## config.mk

```make
export PLATFORM = sky130hd
export DESIGN_NAME = tdc_uart_framer
export DESIGN_NICKNAME = d
export VERILOG_FILES = /design/src/rtl/tdc_uart_framer.sv
export SDC_FILE = /design/constraint.sdc
export NUM_CORES = 1
export LEC_CHECK = 0
export BUFFER_PORTS_ARGS = -buffer_cell sky130_fd_sc_hd__buf_2
export CORE_ASPECT_RATIO = 0.5
export CORE_MARGIN = 1.5
export CORE_UTILIZATION = 50
export DETAILED_ROUTE_END_ITERATION = 10
export PLACE_DENSITY = 0.79
export SYNTH_ARGS = -nofsm -noshare
export SYNTH_HDL_FRONTEND = slang
export SYNTH_SLANG_ARGS = --single-unit
```

## constraint.sdc

```tcl
create_clock -name i_Clock -period 2.4 [get_ports i_Clock]
set_input_delay 0 -clock i_Clock [delete_from_list [all_inputs] [get_ports i_Clock]]
set_output_delay 0 -clock i_Clock [all_outputs]
set_load 0.01 [all_outputs]
```

## src/rtl/tdc_uart_framer.sv

```systemverilog
// Buffers 64-bit TDC measurements in a small FIFO and serialises each one as a
// 10-byte UART frame: sync byte, eight data bytes (LSB first), XOR checksum.
module tdc_uart_framer #(
  parameter int          FIFO_DEPTH = 4,
  parameter logic [7:0]  SYNC_BYTE  = 8'hA5
) (
  input  logic        i_Clock,
  input  logic        i_Reset,
  input  logic        i_Data_DV,
  input  logic [63:0] i_Data,
  output logic        o_Data_Ready,
  output logic        o_Tx_DV,
  output logic [7:0]  o_Tx_Byte,
  input  logic        i_Tx_Active,
  input  logic        i_Tx_Done,
  output logic        o_Overflow,
  output logic        o_Busy
);

  localparam int PTR_W = $clog2(FIFO_DEPTH);
  localparam int CNT_W = PTR_W + 1;
  localparam logic [CNT_W-1:0] FULL_CNT = CNT_W'(FIFO_DEPTH);

  typedef enum logic [2:0] {
    IDLE,
    ISSUE,
    WAIT_ACT,
    WAIT_DONE,
    GAP
  } state_t;

  state_t            r_State;
  logic [63:0]       r_Mem [FIFO_DEPTH];
  logic [PTR_W-1:0]  r_Wr_Ptr;
  logic [PTR_W-1:0]  r_Rd_Ptr;
  logic [CNT_W-1:0]  r_Count;
  logic              r_Overflow;
  logic [63:0]       r_Shift;
  logic [3:0]        r_Index;
  logic [7:0]        r_Csum;
  logic              r_Tx_DV;
  logic [7:0]        r_Tx_Byte;

  logic w_Full;
  logic w_Empty;
  logic w_Push;
  logic w_Pop;

  // Readiness looks only at the registered count, so a pop in the same cycle
  // never rescues a write that arrives while full.
  assign w_Full       = (r_Count == FULL_CNT);
  assign w_Empty      = (r_Count == '0);
  assign w_Push       = i_Data_DV && !w_Full;
  assign w_Pop        = (r_State == IDLE) && !w_Empty;

  assign o_Data_Ready = !w_Full;
  assign o_Busy       = (r_State != IDLE) || !w_Empty;
  assign o_Overflow   = r_Overflow;
  assign o_Tx_DV      = r_Tx_DV;
  assign o_Tx_Byte    = r_Tx_Byte;

  always_ff @(posedge i_Clock) begin
    if (w_Push) begin
      r_Mem[r_Wr_Ptr] <= i_Data;
    end
  end

  always_ff @(posedge i_Clock or posedge i_Reset) begin
    if (i_Reset) begin
      r_Wr_Ptr   <= '0;
      r_Rd_Ptr   <= '0;
      r_Count    <= '0;
      r_Overflow <= 1'b0;
    end else begin
      if (w_Push) begin
        r_Wr_Ptr <= r_Wr_Ptr + PTR_W'(1);
      end
      if (w_Pop) begin
        r_Rd_Ptr <= r_Rd_Ptr + PTR_W'(1);
      end
      case ({w_Push, w_Pop})
        2'b10:   r_Count <= r_Count + CNT_W'(1);
        2'b01:   r_Count <= r_Count - CNT_W'(1);
        default: r_Count <= r_Count;
      endcase
      if (i_Data_DV && w_Full) begin
        r_Overflow <= 1'b1;
      end
    end
  end

  // Tx outputs are loaded on the transition into ISSUE so the strobe and byte
  // are presented exactly during the ISSUE cycle and held afterwards.
  always_ff @(posedge i_Clock or posedge i_Reset) begin
    if (i_Reset) begin
      r_State   <= IDLE;
      r_Shift   <= '0;
      r_Index   <= '0;
      r_Csum    <= '0;
      r_Tx_DV   <= 1'b0;
      r_Tx_Byte <= 8'h00;
    end else begin
      r_Tx_DV <= 1'b0;
      case (r_State)
        IDLE: begin
          if (!w_Empty) begin
            r_Shift   <= r_Mem[r_Rd_Ptr];
            r_Index   <= 4'd0;
            r_Csum    <= 8'h00;
            r_Tx_DV   <= 1'b1;
            r_Tx_Byte <= SYNC_BYTE;
            r_State   <= ISSUE;
          end
        end
        ISSUE: begin
          r_State <= WAIT_ACT;
        end
        WAIT_ACT: begin
          if (i_Tx_Active) begin
            r_State <= WAIT_DONE;
          end
        end
        WAIT_DONE: begin
          if (i_Tx_Done && !i_Tx_Active) begin
            r_State <= GAP;
          end
        end
        GAP: begin
          // Waiting for Done to fall keeps a long Done pulse from advancing twice.
          if (!i_Tx_Done) begin
            if (r_Index == 4'd9) begin
              r_State <= IDLE;
            end else begin
              r_Index <= r_Index + 4'd1;
              r_Tx_DV <= 1'b1;
              r_State <= ISSUE;
              if (r_Index == 4'd8) begin
                r_Tx_Byte <= r_Csum;
              end else begin
                r_Tx_Byte <= r_Shift[7:0];
                r_Shift   <= {8'h00, r_Shift[63:8]};
                r_Csum    <= r_Csum ^ r_Shift[7:0];
              end
            end
          end
        end
        default: begin
          r_State <= IDLE;
        end
      endcase
    end
  end

endmodule

```

==> results.sh <==
export IMPL_initial_core_util_pct=51.9
export IMPL_ir_drop_v=0.000767
export IMPL_io_pins=81
export IMPL_synth_seq_cells=352
export IMPL_grt_pass1_wl_mm=45.5
export IMPL_synth_adder_area_share_pct=0.860
export IMPL_post_dp_hpwl_mm=16.8
export IMPL_avgRoutedWirePerCell_um=22.5
export IMPL_worstMarginPinSlew_ps=938
export IMPL_synth_top_family_by_area="multiplexers"
export IMPL_nNetsFinal=952
export IMPL_totalWireLength_mm=28.8
export IMPL_end_kind="register"
export IMPL_maxCapViolations=0
export IMPL_grt_use_total_pct=20.8
export IMPL_grt_overflow_total=0
export IMPL_first_pass_iters=4
export IMPL_cts_num_sinks=352
export IMPL_grt_max_degree=64
export IMPL_clock_skew_ps=19.4
export IMPL_max_freq_mhz=452
export IMPL_cts_tree="yes"
export IMPL_syn_nets=778
export IMPL_drive_gt1_share_pct=38.8
export IMPL_place_gp_congestion=0.798
export IMPL_antenna_found_initial=4
export IMPL_dieArea_um2=29000
export IMPL_leakagePower_nw=6.12
export IMPL_clk_pin_slew_ps=70
export IMPL_final_common_cell="edfxtp_1"
export IMPL_cts_buffers=30
export IMPL_fp_dieW_um=239
export IMPL_fin_crit_ps=2210
export IMPL_die_y_um=121
export IMPL_cts_buffer_depth=3
export IMPL_rsz0062_at_grt="false"
export IMPL_grt_pass1_vias=7781
export IMPL_std_cell_rows=42
export IMPL_h_tree_depth=1
export IMPL_synth_cell_area_um2=14000
export IMPL_yosysWarnings=0
export IMPL_setup_worst_path_class="reg -> reg"
export IMPL_synth_compound_area_share_pct=2.10
export IMPL_setup_viol_count_final=0
export IMPL_yosysSeqAreaShare_pct=72.3
export IMPL_place_ws_ps=195
export IMPL_maxSlewViolCount=0
export IMPL_clock_root_buffer="clkbuf_16"
export IMPL_clock_latency_ps=560
export IMPL_critPathRequiredTime_ps=2870
export IMPL_portBuffers=80
export IMPL_post_route_cell_area_um2=16700
export IMPL_slew_headroom_pct=37.3
export IMPL_placed_cell_area_um2=15100
export IMPL_cp_start_kind="register"
export IMPL_period_share_pct=92.2
export IMPL_drc=0
export IMPL_fin_ws_ps=188
export IMPL_synth_xor_area_share_pct=0.376
export IMPL_cellPowerDensity_nw_per_um2=1160
export IMPL_yosys_area_share_simple_pct=2.69
export IMPL_num_vias=7245
export IMPL_area_growth_pct=19.9
export IMPL_finalHoldViolCount=0
export IMPL_synth_mux_area_fraction_pct=20.0
export IMPL_postRouteAntennaNets=0
export IMPL_synth_cell_types=40
export IMPL_syn_avg_cell_area_um2=19.9
export IMPL_syn_inst=700
export IMPL_tns_ps=0
export IMPL_hp_class="in -> async"
export IMPL_vias_per_cell=5.68
export IMPL_mostFrequentLayoutCells="edfxtp_1, mux2_2, dfrtp_1, buf_2, dlygate4sd3_1"
export IMPL_crit_fanout=7
export IMPL_cts_setup_buffers=0
export IMPL_core_region_area_um2=26900
export IMPL_status="finished, final reports clean"
export IMPL_drt_iter0_drc=653
export IMPL_arrival_ps=2690
==> final timing paths <==
path	from	to	slack (ps)	cells past startpoint
max reg2reg	r_State[0]	r_Count[2]	190	8
min in group i_Clock	i_Data[60]	r_Mem[0][60]	190	2
min reg2reg	o_Overflow	o_Overflow	470	1
min	i_Reset	o_Tx_DV	190	3
max	r_State[0]	r_Count[2]	190	8
max in group asynchronous	i_Reset	r_Shift[54]	1390	4
==> cell families after synthesis <==
kind of cell | count (synthesis)
flip-flops | 352
multiplexers | 185
AND/OR/NAND/NOR | 65
buffers and inverters | 46
AO/OA/AOI/OAI | 37
adder cells (fa/ha/maj) | 9
XOR/XNOR | 6
==> worst max-delay path: stages, from the launching register on <==
cell and delay, ps:
dfrtp_1 450, or2_2 360, nor3_1 230, ha_1 240, inv_1 60, fa_1 380
xor2_1 150, nor2_1 110, xor2_1 160
==> per-layer routing <==
layer  track usage, %  routed length, um
met4             5.18                602
met5                0                  0
met3             3.37               1600
met2             35.6              14700
met1             28.2              11900
==> stage by stage <==
stage	utilization, %	hold WS, ps	power (mW)	cells
final	62.2	187	19.5	1276
after global routing	62.2	191	20.4	1275
after CTS	62.2	170	19.5	1272
after detailed placement	56.0	220	14.6	1147
after global placement	56.0	209	14.4	1147
after floorplan	-	98.9	12.8	700
==> sequential cells by signal (all words and copies together) (netlist names) <==
name,flops
r_Rd_Ptr,2
o_Tx_Byte,8
r_Csum,8
r_Mem,256
r_Shift,64
r_Index,4
o_Tx_DV,1
r_State,3
r_Count,3
o_Overflow,1
r_Wr_Ptr,2
==> report_power, final <==
group | internal, mW | leakage [nW] | switching, mW
sequential | 8.23 | 3.50 | 0.899
combinational | 3.06 | 2.13 | 2.51
clock | 2.63 | 0.492 | 2.17
total | 13.9 | 6.12 | 5.58
==> area by class of cell <==
class	count	area (um^2)
multi-input cells	302	3660
flip-flops and latches	352	10100
inverters	13	52.6
well taps	374	468
clock inverters	20	160
fillers	1823	10200
repair buffers	175	1490
diodes	4	10.0
clock buffers	36	813
==> Yosys cell counts, drive strengths merged <==
| master | n | area share (%) |
|---|---|---|
| mux2i | 5 | 0.36 |
| nand2b | 2 | 0.090 |
| nor2b | 1 | 0.045 |
| a211o | 10 | 0.63 |
| a21o | 8 | 0.43 |
| fa | 1 | 0.14 |
| mux4 | 64 | 10 |
| o211ai | 1 | 0.054 |
| and3 | 6 | 0.27 |
| mux2 | 116 | 9.4 |
| nand3 | 9 | 0.32 |
| clkbuf | 7 | 0.19 |
| edfxtp | 256 | 55 |
| ha | 8 | 0.72 |
| a32oi | 1 | 0.063 |
| or2 | 1 | 0.045 |
| nor3b | 17 | 0.91 |
| or3 | 1 | 0.045 |
| nand2 | 13 | 0.35 |
| nor4 | 7 | 0.36 |
| nor2 | 6 | 0.16 |
| xor2 | 3 | 0.19 |
| nand3b | 1 | 0.054 |
| inv | 13 | 0.35 |
| a31o | 1 | 0.063 |
| a22o | 8 | 0.50 |
| dfrtp | 96 | 17 |
| a21oi | 3 | 0.13 |
| o21ai | 3 | 0.11 |
| o22ai | 1 | 0.045 |
| xnor2 | 3 | 0.19 |
| buf | 26 | 1.1 |
| o311a | 1 | 0.072 |
| nor3 | 1 | 0.036 |
==> timing repair <==
action,4_1_cts,5_1_grt
hold buffers,69,0
gates resized for setup,0,0
hold endpoints to repair,301,0
Power figures use the tool's default switching activity.
